--- src/rtl/acc_exec_ctrl_pkg.sv ---
// Shared definitions for the accumulator execution controller:
// opcode values, FSM state encoding and a reserved-opcode helper.
package acc_exec_ctrl_pkg;

  localparam logic [3:0] OP_NOP = 4'h0;
  localparam logic [3:0] OP_LDA = 4'h1;
  localparam logic [3:0] OP_STA = 4'h2;
  localparam logic [3:0] OP_ADD = 4'h3;
  localparam logic [3:0] OP_SUB = 4'h4;
  localparam logic [3:0] OP_AND = 4'h5;
  localparam logic [3:0] OP_OR  = 4'h6;
  localparam logic [3:0] OP_XOR = 4'h7;
  localparam logic [3:0] OP_NOT = 4'h8;
  localparam logic [3:0] OP_LDI = 4'h9;
  localparam logic [3:0] OP_SHL = 4'hA;
  localparam logic [3:0] OP_SHR = 4'hB;
  localparam logic [3:0] OP_HLT = 4'hF;

  typedef enum logic [1:0] {
    FETCH = 2'd0,
    EXEC  = 2'd1,
    IMM   = 2'd2,
    HALT  = 2'd3
  } state_e;

  // C..E are reserved: executed as NOP but flagged.
  function automatic logic is_reserved(input logic [3:0] op);
    return (op >= 4'hC) && (op <= 4'hE);
  endfunction

endpackage

--- src/rtl/acc_exec_ctrl_alu8.sv ---
// Combinational ALU for the accumulator controller.
// Ports:
//   a         in  accumulator value
//   b         in  register-file read data
//   op        in  opcode
//   result    out new accumulator value (valid when acc_we)
//   carry_out out new carry/borrow flag (valid when carry_we)
//   carry_we  out op updates cf (ADD/SUB/SHL/SHR)
//   acc_we    out op writes the accumulator
module alu8
  import acc_exec_ctrl_pkg::*;
#(
  parameter int W = 8
) (
  input  logic [W-1:0] a,
  input  logic [W-1:0] b,
  input  logic [3:0]   op,
  output logic [W-1:0] result,
  output logic         carry_out,
  output logic         carry_we,
  output logic         acc_we
);

  always_comb begin
    result    = a;
    carry_out = 1'b0;
    carry_we  = 1'b0;
    acc_we    = 1'b0;
    case (op)
      OP_LDA: begin result = b; acc_we = 1'b1; end
      OP_ADD: begin
        {carry_out, result} = {1'b0, a} + {1'b0, b};
        carry_we = 1'b1; acc_we = 1'b1;
      end
      OP_SUB: begin
        result    = a - b;
        carry_out = (a < b);
        carry_we  = 1'b1; acc_we = 1'b1;
      end
      OP_AND: begin result = a & b; acc_we = 1'b1; end
      OP_OR:  begin result = a | b; acc_we = 1'b1; end
      OP_XOR: begin result = a ^ b; acc_we = 1'b1; end
      OP_NOT: begin result = ~a;    acc_we = 1'b1; end
      OP_SHL: begin
        result    = {a[W-2:0], 1'b0};
        carry_out = a[W-1];
        carry_we  = 1'b1; acc_we = 1'b1;
      end
      OP_SHR: begin
        result    = {1'b0, a[W-1:1]};
        carry_out = a[0];
        carry_we  = 1'b1; acc_we = 1'b1;
      end
      default: ;
    endcase
  end

endmodule

--- src/rtl/acc_exec_ctrl.sv ---
// Accumulator execution controller in front of a 16x8 register file.
// Takes instructions ([7:4] opcode, [3:0] Rn) over valid/ready, holds
// acc and flags, and drives the register file address/data/strobe.
// Ports:
//   clk, CLB               clock, async active-low clear
//   instr/instr_valid/instr_ready  fetch link (instruction or LDI immediate)
//   reg_rdata              combinational read data for reg_addr
//   reg_addr/reg_wdata/load_reg    register file write side
//   acc, zf, cf            accumulator and flags
//   illegal                sticky, reserved opcode executed
//   halted                 HLT executed
module acc_exec_ctrl
  import acc_exec_ctrl_pkg::*;
#(
  parameter int DATA_W = 8,
  parameter int ADDR_W = 4   // DATA_W must be ADDR_W+4
) (
  input  logic              clk,
  input  logic              CLB,
  input  logic [DATA_W-1:0] instr,
  input  logic              instr_valid,
  output logic              instr_ready,
  input  logic [DATA_W-1:0] reg_rdata,
  output logic [ADDR_W-1:0] reg_addr,
  output logic [DATA_W-1:0] reg_wdata,
  output logic              load_reg,
  output logic [DATA_W-1:0] acc,
  output logic              zf,
  output logic              cf,
  output logic              illegal,
  output logic              halted
);

  state_e              r_state, w_next;
  logic [DATA_W-1:0]   r_ir, r_acc;
  logic                r_zf, r_cf, r_ill;
  logic [3:0]          w_op, w_in_op;
  logic                w_hs;
  logic [DATA_W-1:0]   w_res;
  logic                w_cout, w_carry_we, w_acc_we;

  assign w_op    = r_ir[DATA_W-1:ADDR_W];
  assign w_in_op = instr[DATA_W-1:ADDR_W];
  assign w_hs    = instr_valid && instr_ready;

  alu8 #(.W(DATA_W)) u_alu (
    .a         (r_acc),
    .b         (reg_rdata),
    .op        (w_op),
    .result    (w_res),
    .carry_out (w_cout),
    .carry_we  (w_carry_we),
    .acc_we    (w_acc_we)
  );

  // State register
  always_ff @(posedge clk or negedge CLB) begin
    if (!CLB) r_state <= FETCH;
    else      r_state <= w_next;
  end

  // Next-state logic
  always_comb begin
    w_next = r_state;
    case (r_state)
      FETCH: if (w_hs) w_next = (w_in_op == OP_LDI) ? IMM : EXEC;
      EXEC:  w_next = (w_op == OP_HLT) ? HALT : FETCH;
      IMM:   if (w_hs) w_next = FETCH;
      HALT:  w_next = HALT;
      default: w_next = FETCH;
    endcase
  end

  // Outputs; ready is gated by CLB so nothing is accepted during clear
  always_comb begin
    instr_ready = CLB && ((r_state == FETCH) || (r_state == IMM));
    load_reg    = (r_state == EXEC) && (w_op == OP_STA);
    halted      = (r_state == HALT);
    reg_addr    = r_ir[ADDR_W-1:0];
    reg_wdata   = r_acc;
    acc         = r_acc;
    zf          = r_zf;
    cf          = r_cf;
    illegal     = r_ill;
  end

  // IR, accumulator and flags
  always_ff @(posedge clk or negedge CLB) begin
    if (!CLB) begin
      r_ir  <= '0;
      r_acc <= '0;
      r_zf  <= 1'b0;
      r_cf  <= 1'b0;
      r_ill <= 1'b0;
    end else begin
      case (r_state)
        FETCH: if (w_hs) r_ir <= instr;
        IMM: if (w_hs) begin
          r_acc <= instr;
          r_zf  <= (instr == '0);
        end
        EXEC: begin
          if (w_acc_we) begin
            r_acc <= w_res;
            r_zf  <= (w_res == '0);
          end
          if (w_carry_we)       r_cf  <= w_cout;
          if (is_reserved(w_op)) r_ill <= 1'b1;
        end
        default: ;
      endcase
    end
  end

endmodule
--- config.mk ---
export PLATFORM = sky130hd
export DESIGN_NAME = acc_exec_ctrl
export DESIGN_NICKNAME = d
export VERILOG_FILES = /design/src/rtl/acc_exec_ctrl_pkg.sv /design/src/rtl/acc_exec_ctrl_alu8.sv /design/src/rtl/acc_exec_ctrl.sv
export SDC_FILE = /design/constraint.sdc
export NUM_CORES = 1
export LEC_CHECK = 0
export ABC_AREA = 1
export BUFFER_PORTS_ARGS = -buffer_cell sky130_fd_sc_hd__buf_4
export CAP_MARGIN = 10
export CORE_ASPECT_RATIO = 0.7
export CORE_MARGIN = 2
export CORE_UTILIZATION = 43
export CTS_CLUSTER_DIAMETER = 120
export DETAILED_ROUTE_END_ITERATION = 10
export SLEW_MARGIN = 40
export SYNTH_ARGS = -nofsm -noshare
export SYNTH_HDL_FRONTEND = slang
export SYNTH_SLANG_ARGS = --single-unit
--- constraint.sdc ---
create_clock -name clk -period 4.3 [get_ports clk]
set_clock_uncertainty 0.05 [all_clocks]
set_input_delay 0.43 -clock clk [delete_from_list [all_inputs] [get_ports clk]]
set_output_delay 0.43 -clock clk [all_outputs]
set_load 0.02 [all_outputs]
Word-level counts from Yosys, hierarchy flattened
Index checks and enable logic that the tools add are counted.
{"block": "classes", "n_addsub": 2, "n_lt_le_gt_ge": 3, "eq_ne": 18, "mux": 15, "bitwise_logic": 4, "reduce_logical": 16}
{"operator": "one-hot mux 8 bit (9 select lines)", "n": 1}
{"operator": "== test 4 bit (second input constant)", "n": 5}
{"operator": "== test 4 x 3 -> 1 bit (second input constant)", "n": 4}
{"operator": "zero test 8 bit", "n": 2}
{"operator": "two-way mux 8 bit", "n": 2}
{"operator": "one-hot mux 8 bit (2 select lines)", "n": 1}
{"operator": "adder 8 x 8 -> 9 bit", "n": 1}
{"operator": "OR reduction 9 bit", "n": 1}
{"operator": "AND 8 bit", "n": 1}
{"operator": "== test 4 x 2 -> 1 bit (second input constant)", "n": 2}
{"operator": "< comparator 8 bit", "n": 1}
{"operator": "two-way mux 2 bit", "n": 4}
{"operator": "NOT 8 bit", "n": 1}
{"operator": "bitwise OR 8 bit", "n": 1}
{"operator": "one-hot mux 2 bit (4 select lines)", "n": 1}
{"operator": "AND reduction 2 bit", "n": 4}
{"operator": "subtractor 8 bit", "n": 1}
{"operator": "bitwise XOR 8 bit", "n": 1}
{"operator": "== test 2 bit (second input constant)", "n": 2}
{"operator": "== test 4 x 1 -> 1 bit (second input constant)", "n": 1}
{"operator": ">= comparator 4 bit (second input constant)", "n": 1}
{"operator": "less-or-equal comparator 4 bit (second input constant)", "n": 1}
{"operator": "logical AND 1 bit", "n": 4}
{"operator": "two-way mux 1 bit", "n": 4}
{"operator": "other kinds (10)", "n": 11}
{"block": "word_totals", "register_bits": 21, "output_inout_bits": 26, "wordCells": 64}

Logic depth before layout (Yosys ltp)
Gate-level depths: netlist of the first run.
{"block": "logic_depth", "depth_word": 6, "mapped_depth": 16}

Hierarchy
From an unflattened synthesis of the first run, not the netlist that was laid out.
{"block": "hier_totals", "hier_cells": 472, "area_unflattened_um2": 2861.5}
{"module": "alu8", "n_inst": 1, "cells_each": 308, "area_per_inst_um2": 1624.1, "seq_area_each_um2": 0.0}
{"module": "acc_exec_ctrl", "n_inst": 1, "cells_each": 164, "area_per_inst_um2": 1237.4, "seq_area_each_um2": 525.5}

Least setup slack after synthesis of the first run
Ideal clock, no wire load.
{"block": "synth_path", "path_type": "register to register", "start": "reg r_acc[0] (netlist: acc[0])", "end": "reg r_zf (netlist: zf)", "setup_ns": 0.073, "arrival_ns": 2.052, "t_required_ns": 4.177, "path_slack_ns": 2.125, "stages_incl_launch_ff": 15, "n_path_buf": 0, "period_less_slack_ns": 2.175, "cell_sequence": "dfrtp_1 inv_1 ha_1 inv_1 fa_1 xnor2_1 nand2_1 nand2_1 nor2_1 nand3_1 nor2_1 nand3_1 nor2_1 nand3_1 a21oi_2"}
{"block": "synth_between", "elab_chain_cells": 5}
{"item": "start, declared", "line": "acc_exec_ctrl.sv:35", "rtl": "logic [DATA_W-1:0] r_ir, r_acc;"}
{"item": "start signal, assigned", "line": "acc_exec_ctrl.sv:99", "rtl": "r_acc <= instr;"}
{"item": "start signal, assigned", "line": "acc_exec_ctrl.sv:104", "rtl": "r_acc <= w_res;"}
{"item": "subtractor 8 bit, or another cell as far along", "line": "acc_exec_ctrl_alu8.sv:36", "rtl": "result = a - b;"}
{"item": "one-hot mux 8 bit (9 select lines) *", "line": "acc_exec_ctrl_alu8.sv:29", "rtl": "case (op)"}
{"item": "zero test 8 bit *", "line": "acc_exec_ctrl.sv:105", "rtl": "r_zf <= (w_res == '0);"}
{"item": "two-way mux 1 bit *", "line": "acc_exec_ctrl.sv:103", "rtl": "if (w_acc_we) begin"}
{"item": "one-hot mux 1 bit (2 select lines) *", "line": "acc_exec_ctrl.sv:96", "rtl": "case (r_state)"}
{"item": "end signal, assigned", "line": "acc_exec_ctrl.sv:100", "rtl": "r_zf <= (instr == '0);"}
{"item": "end signal, assigned", "line": "acc_exec_ctrl.sv:105"}
{"item": "end, declared", "line": "acc_exec_ctrl.sv:36", "rtl": "logic r_zf, r_cf, r_ill;"}
Every way passes the cells marked *; elsewhere a longest branch is shown, timed or not. The select of a mux whose other input is x is not followed.
A chain may end at the register's enable or synchronous reset.

Final worst setup path of the first run
Ends and elaborated chain as after synthesis.

==> metrics, run 1 <==
status=finished, final reports clean; sw power=0.136 mW; total number of vias=2874; CP startpoint=acc[0]; synth warn=0; worst flop-to-flop path startpoint=acc[0]; Die Area=6820 um2; CTS clk-pin slew, worst paths=90 ps; Post-Place Setup Slack=1760 ps; vias in the first global route=2595; Peak Freq=381 MHz; Syn-to-layout area delta=13.3%; Distinct cells, synth=36; sequential power share=0.454; Initial Util=0.454; CTS resizes=0; RSZ-0062 raised after global routing=false; FF+latch count, synth=21; Post-Synth Adder-Cell Area=0.133; Final period util=0.611; syn nets=483; clock buffer depth=2; leak pwr=1.66 nW; global route total overflow=0; cells after synthesis=437; clk root buf=clkbuf_8; R2R depth=14; vias per cell=5.30; Nets=514; Core Footprint=5840 um2; switching part of the total power=0.309; die span in y=69.7 um; I/O pins=45; Fin. Hold Viols=0; drt wl/cell=15.4 um; reg2reg end=zf; Gate power share=0.240; share of cells above drive strength 1=0.137; post-route ant nets=0; antenna cell count=0; clk sinks=21; Final setup viols=0; max incr delay on CP=470 ps; CP Data Required Time=4450 ps; sequential share of the synthesized area=0.198; Post-Synth Simple-Gate Area=0.392; Site Rows=23; most area-consuming cells after synthesis=dfrtp_1, nand2_1, ha_1, inv_1, nand3_1; Avg Cell Area, Syn=6.07 um2; antenna violations before repair=0; Syn Std Cell Area=2650 um2; crit end category=register; Worst-Margin Slew=757 ps; Worst slew margin=0.493; Yosys top cell area share=0.198; biggest area consumer among synthesized cells=dfrtp_1; Stages on worst setup path=14; # hold bufs at CTS=1; CP Launch Type=register; clk_lat worst skew=270 ps; final WL=8340 um; CP max-delay cell=dfrtp_1; largest net degree at the start of global routing=23; CP Capture Point=zf; Reg2Reg Setup Slack=1670 ps; DRC=0; Internal Power=0.305 mW; worst path cell trace=inv_1 > ha_1 > inv_1 > fa_1 > xnor2_1 > nand2_1 > nand2_1 > nor2_1 > nand3_1 > nor2_1 > nand3_1 > nor2_1 > nand3_1 > a21oi_2; DR iter-0 viols=187; largest family of logic cells by synthesized area=simple AND/OR/NAND/NOR gates; VDD IR max=0.0000884 V; clock share of power=0.306; drt first pass iters=5; post-CTS setup buffer count=0; WS Path Type=register to register; GRT Util Overall=0.244; worst setup margin=1670 ps; post-synthesis mux area share=0.0208; PD cells=147 nW/um2; HPWL Detailed=6610 um; CP Buf/Inv Count=2; worst path arrival time=2780 ps; Crit path max-delay family=simple AND/OR/NAND/NOR gates; register area=526 um2; RD Place Congestion=0.913; first-pass GRT wire length=13300 um; CP Max Fanout=6; CTS H-tree lvls=1; Multi-input gate area=1750 um2; TritonCTS clock tree=done; fillers=626; Synth Area in Compound Gates=0.106; type of the most critical hold path=primary input to register; max cap viols=0; CTS Buf Count=3; minimum clock period=2630 ps; TNS Setup=0 ps; PortBufs=44; Synth Area in XOR/XNOR=0.00661; chip width=97.9 um; Slew Viols, Final=0
==> sequential cells by signal, indices dropped and copies added, names as in the netlist <==
| signal | cells |
|---|---|
| illegal | 1 |
| r_state | 2 |
| acc | 8 |
| cf | 1 |
| zf | 1 |
| r_ir | 8 |
==> routing by layer <==
metal / share of wire / global-route usage / vias to the layer above
met4: 0.0096 / 0.0340 / 0
met1: 0.47 / 0.366 / 1296
li1: - / - / 1430
met3: 0.094 / 0.0514 / 8
met2: 0.42 / 0.367 / 140
met5: 0 / 0 / -
==> cells in the mapped netlist <==
library cell / count
nand2_1: 140
inv_1: 64
nand3_1: 46
nor2_1: 45
ha_1: 25
dfrtp_1: 21
o21ai_0: 15
a21oi_1: 14
buf_4: 12
nand4_1: 6
o22ai_1: 5
buf_2: 4
mux2_2: 4
inv_2: 3
nor2_2: 3
nor3_1: 3
o31ai_1: 3
clkbuf_1: 2
fa_1: 2
o21ai_1: 2
or2_2: 2
xnor2_1: 2
a21o_1: 1
a21oi_2: 1
a22oi_1: 1
a32oi_1: 1
buf_6: 1
mux2i_1: 1
nand2_2: 1
nand2_4: 1
nand3b_1: 1
nor4_1: 1
o211ai_1: 1
o21a_1: 1
o21ai_4: 1
o21bai_1: 1
==> power by group through the flow <==
stage / Sequential, mW / Combinational [mW] / Clock [mW]
finish: 0.200 / 0.106 / 0.135
global route: 0.201 / 0.119 / 0.146
CTS: 0.200 / 0.105 / 0.139
detailed placement: 0.204 / 0.104 / 0
global placement: 0.204 / 0.104 / 0
floorplan: 0.205 / 0.0642 / 0
==> cell usage in the layout, fill, tap and decap left out <==
cell           count
nand3b_1           1
a21oi_2            1
mux2_2             4
o22ai_1            5
nand3_1           46
a21o_1             1
nor2_2             3
a22oi_1            1
o21ai_0           15
o21ai_4            1
dfrtp_1           21
or2_2              2
a21oi_1           14
inv_1             64
ha_1              25
nor2_1            45
nand2_4            1
buf_4             44
fa_1               2
nand2_2            1
nor3_1             3
a32oi_1            1
nand2_1          140
clkbuf_8           3
nor4_1             1
mux2i_1            1
o21a_1             1
o21bai_1           1
nand4_1            6
xnor2_1            2
inv_2              3
o211ai_1           1
o31ai_1            3
o21ai_1            2
clkinv_2           1
dlygate4sd3_1      1
==> cells by family after synthesis <==
group | Yosys count
AND/OR/NAND/NOR | 249
buffers and inverters | 86
AO/OA/AOI/OAI | 47
adder cells (fa/ha/maj) | 27
flip-flops | 21
multiplexers | 5
XOR/XNOR | 2
==> through the flow <==
stage / cell area (um2) / hold WS, ps / power (mW) / cells / util
3_3_place_gp: 2950 / 292 / 0.308 / 537 / 0.504
6_report: 3000 / 368 / 0.441 / 542 / 0.514
2_1_floorplan: 2650 / 84.4 / 0.269 / 437 / -
3_5_place_dp: 2950 / 292 / 0.308 / 537 / 0.504
5_1_grt: 3000 / 361 / 0.466 / 542 / 0.514
4_1_cts: 3000 / 366 / 0.444 / 542 / 0.514
==> worst min-delay path by stage <==
stage / depth (start not counted) / slack (ps) / end / start
floorplan: 0 / 80 / acc[0] / CLB
global placement: 1 / 290 / r_ir[5] / CLB
detailed placement: 1 / 290 / illegal / CLB
CTS: 2 / 370 / r_ir[2] / instr[2]
global route: 2 / 360 / r_ir[2] / instr[2]
finish: 2 / 370 / r_ir[0] / instr[0]
==> cell type report <==
cell class	instances	share of cell area
multi-input cells	330	0.581
well taps	75	0.0313
clock inverters	1	0.00167
repair buffers	45	0.113
inverters	67	0.0837
clock buffers	3	0.0138
flip-flops and latches	21	0.175
Power figures use the tool's default switching activity.
==> inputs of run 2 (changes only) <==
Settings changed: PLACE_DENSITY from default to 0.66.
Clock period 4.3 ns to 2.4 ns, I/O delays scaled along.
==> metrics, run 2 (same netlist as run 1, synthesis figures left out) <==
status=finished, final reports clean; commonest non-fill, non-tap cell in the layout=nand2_1; CP Max Fanout=5; Slew Viols, Final=0; first-pass GRT wire length=13400 um; max cap viols=0; Peak Freq=448 MHz; commonest non-fill, non-tap cells in the layout=nand2_1, inv_1, buf_4; final WL=8420 um; HPWL Detailed=6640 um; PortBufs=44; Worst slew margin=0.591; CP Data Required Time=2550 ps; post-route ant nets=0; largest net degree at the start of global routing=22; Tot Pwr=0.796 mW; RSZ-0062 raised after global routing=false; antenna cell count=0; utilization after layout=0.541; chip width=97.9 um; worst path arrival time=2380 ps; CP Launch Type=register; I/O pins=45; DR iter-0 viols=294; vias per cell=5.22; GRT Util Overall=0.246; CTS H-tree lvls=1; RD Place Congestion=1.00; TritonCTS clock tree=done; leak pwr=1.75 nW; clk root buf=clkbuf_8; VDD IR max=0.000167 V; clk_lat worst skew=270 ps; Die Area=6820 um2; vias in the first global route=2547; Final period util=0.929; drt wl/cell=15.0 um; DRC=0; Worst-Margin Slew=611 ps; global route total overflow=0; Site Rows=23; Nets=532; crit end category=register; Fin. Hold Viols=0; Core Footprint=5840 um2; CTS Buf Count=3; total number of vias=2925; clk sinks=21; minimum clock period=2230 ps; type of the most critical hold path=primary input to register; Initial Util=0.454; antenna violations before repair=0; TNS Setup=0 ps; Syn-to-layout area delta=19.3%; share of cells above drive strength 1=0.186; drt first pass iters=6; WS Path Type=register to register; Final setup viols=0; die span in y=69.7 um; CTS clk-pin slew, worst paths=80 ps; clock buffer depth=2; PD cells=252 nW/um2
## run 2: cell count changes in the layout (fill, tap and decap cells not counted), sizes merged
cell    previous run  this run
buf               44        62
clkinv             1         0
clkbuf             3         4
## run 2: report_power, final
| part | leakage, nW | switching, mW | total, mW | internal (mW) |
|---|---|---|---|---|
| Clock | 0.0228 | 0.122 | 0.241 | 0.119 |
| Combinational | 1.47 | 0.121 | 0.200 | 0.0791 |
| Sequential | 0.256 | 0.000883 | 0.356 | 0.355 |
## run 2: final timing paths
kind | slack [ps] | endpoint | startpoint | depth (start not counted)
worst max-delay path | 170 | zf | acc[0] | 14
worst min-delay path | 180 | r_ir[2] | instr[2] | 2
worst max register to register | 170 | zf | acc[0] | 14
worst min register to register | 440 | illegal | illegal | 2
max in group asynchronous | 1620 | acc[0] | CLB | 3
min in group asynchronous | 440 | acc[6] | CLB | 3
## run 2: per-layer routing
layer | track usage | vias up | wire length (um)
met4 | 0.0494 | 0 | 107
li1 | - | 1465 | -
met3 | 0.0504 | 14 | 757
met5 | 0 | - | 0
met1 | 0.391 | 1313 | 4180
met2 | 0.337 | 133 | 3380
## run 2: what timing repair did
| item | 4_1_cts | 5_1_grt |
|---|---|---|
| hold buffers | 1 | 0 |
| buffers inserted | 0 | 1 |
| gates resized for setup | 0 | 9 |
| hold endpoints to repair | 21 | 0 |
| endpoints found under the setup margin | 0 | 3 |
## run 2: metrics by stage
step	setup WS (ps)	cell area (um2)	hold WS [ps]	cells
floorplan	225	2650	-106	437
global placement	99.2	3070	184	554
detailed placement	99.9	3070	189	554
CTS	51.3	3130	176	559
global route	1.39	3160	172	560
finish	170	3160	175	560
## run 2: cell type report
cell class | count | area [um2]
clock buffers | 4 | 45.0
fillers | 603 | 2680
inverters | 67 | 251
multi-input cells | 330 | 1770
flip-flops and latches | 21 | 527
well taps | 75 | 93.8
repair buffers | 63 | 475
## run 2: worst max-delay path: stages, from the launching register on
cell and delay [ps]:
dfrtp_2 400, ha_2 200, inv_1 50, fa_1 410, inv_1 80, nand2_1 60
nand2_2 80, nand3_2 100, nand2_1 70, nand2_1 70, nand3_1 80, nand4_1 150
nor2_1 150, nand3_2 90, a21oi_2 110
==> inputs of run 3 (changes only) <==
Settings changed: CORE_UTILIZATION 43 to 40, PLACE_DENSITY 0.66 to default.
==> metrics, run 3 (same netlist as run 1, synthesis figures left out) <==
met2 Track Usage GR=0.341; chip width=101 um; RD Place Congestion=0.968; worst flop-to-flop path startpoint=acc[0]; max cap viols=0; Slew Viols, Final=0; share of cells above drive strength 1=0.180; met3 GRT Util=0.0424; CTS clk-pin slew, worst paths=70 ps; post-route ant nets=0; Worst-Margin Slew=599 ps; Reg2Reg Setup Slack=210 ps; vias per cell=5.20; type of the most critical hold path=primary input to register; Final setup viols=0; HPWL Detailed=6820 um; die span in y=72.1 um; DR iter-0 viols=197; sequential power share=0.449; commonest non-fill, non-tap cell in the layout=nand2_1; CTS Buf Count=3; reg2reg end=zf; DRC=0; hold path cells=2; minimum clock period=2190 ps; Nets=535; Site Rows=24; Initial Util=0.420; clock buffer depth=2; R2R depth=13; total number of vias=2945; CTS H-tree lvls=1; clk root buf=clkbuf_8; PortBufs=44; Gate power share=0.258; leak pwr=1.76 nW; Core Footprint=6310 um2; Final period util=0.911; RSZ-0062 raised after global routing=false; Inst Count DP=559; clock share of power=0.293; Hold Crit Start=instr[0]; CP Data Required Time=2540 ps; VDD IR max=0.000178 V; antenna violations before repair=0; clk sinks=21; Internal Power=0.554 mW; commonest non-fill, non-tap cells in the layout=nand2_1, buf_4, inv_1; CP Max Fanout=5; largest net degree at the start of global routing=22; GRT Util Overall=0.238; drt first pass iters=5; CP Launch Type=register; grt met1 use=0.382; PD cells=250 nW/um2; global route total overflow=0; global routing's busiest layer=met1; Fin. Hold Viols=0; clk_lat worst skew=260 ps; worst hold path endpoint=r_ir[0]; drt wl/cell=15.1 um; antenna cell count=0; final WL=8520 um; sw power=0.239 mW; vias in the first global route=2569; Finished Layout Cells=566; crit end category=register; I/O pins=45; Worst slew margin=0.599; TritonCTS clock tree=done; Die Area=7310 um2; first-pass GRT wire length=13500 um; fillers=666; status=finished, final reports clean; WS Path Type=register to register; switching part of the total power=0.301; Syn-to-layout area delta=19.6%; Peak Freq=457 MHz; worst path arrival time=2330 ps; TNS Setup=0 ps
-- run 3: power groups by stage --
| stage | registers, mW | logic, mW | clock network [mW] |
|---|---|---|---|
| 6_report | 0.356 | 0.205 | 0.232 |
| 2_1_floorplan | 0.367 | 0.115 | 0 |
| 3_5_place_dp | 0.363 | 0.198 | 0 |
| 3_3_place_gp | 0.363 | 0.197 | 0 |
| 5_1_grt | 0.356 | 0.228 | 0.257 |
| 4_1_cts | 0.356 | 0.201 | 0.236 |
-- run 3: how the worst max path moves through the flow --
stage | to | start
2_1_floorplan | zf | acc[0]
3_3_place_gp | zf | acc[0]
3_5_place_dp | zf | acc[0]
4_1_cts | zf | acc[0]
5_1_grt | zf | acc[0]
6_report | zf | acc[0]
-- run 3: per-layer routing --
layer | wire length (um) | vias up
li1 | - | 1476
met1 | 4260 | 1335
met2 | 3530 | 127
met3 | 682 | 7
met4 | 52 | 0
met5 | 0 | -
-- run 3: per-stage QoR --
| stage | utilization | instance area, um2 | hold slack [ps] | power (mW) | setup WS [ps] |
|---|---|---|---|---|---|
| finish | 0.503 | 3170 | 180 | 0.793 | 213 |
| global route | 0.503 | 3170 | 184 | 0.841 | 14.2 |
| CTS | 0.499 | 3150 | 182 | 0.793 | 88.5 |
| detailed placement | 0.490 | 3090 | 191 | 0.561 | 129 |
| global placement | 0.490 | 3090 | 184 | 0.560 | 204 |
| floorplan | - | 2650 | -106 | 0.482 | 225 |
-- run 3: worst max-delay path: stages, from the launching register on --
cell and delay, ps:
dfrtp_2 400, inv_1 60, ha_1 170, inv_1 80, fa_2 440, nand3_1 90
nand2_1 80, nor2_1 110, nand3_1 110, nand2_1 80, nand3_1 80, nor2_1 140
nand3_1 100, a21oi_2 120
-- run 3: final cells by class --
class                      instances  area (um2)  area share
sequential                        21         527       0.166
inverter                          67         251      0.0793
clock buffer                       4        45.0      0.0142
multi-input combinational        330        1750       0.553
tap                               78        97.6      0.0308
timing repair buffer              66         498       0.157
-- run 3: repair_timing --
| item | 4_1_cts | 5_1_grt |
|---|---|---|
| hold buffers | 1 | 0 |
| setup buffers | 0 | 2 |
| hold endpoints to repair | 21 | 0 |
| endpoints found under the setup margin | 0 | 2 |
| resized for setup | 0 | 4 |
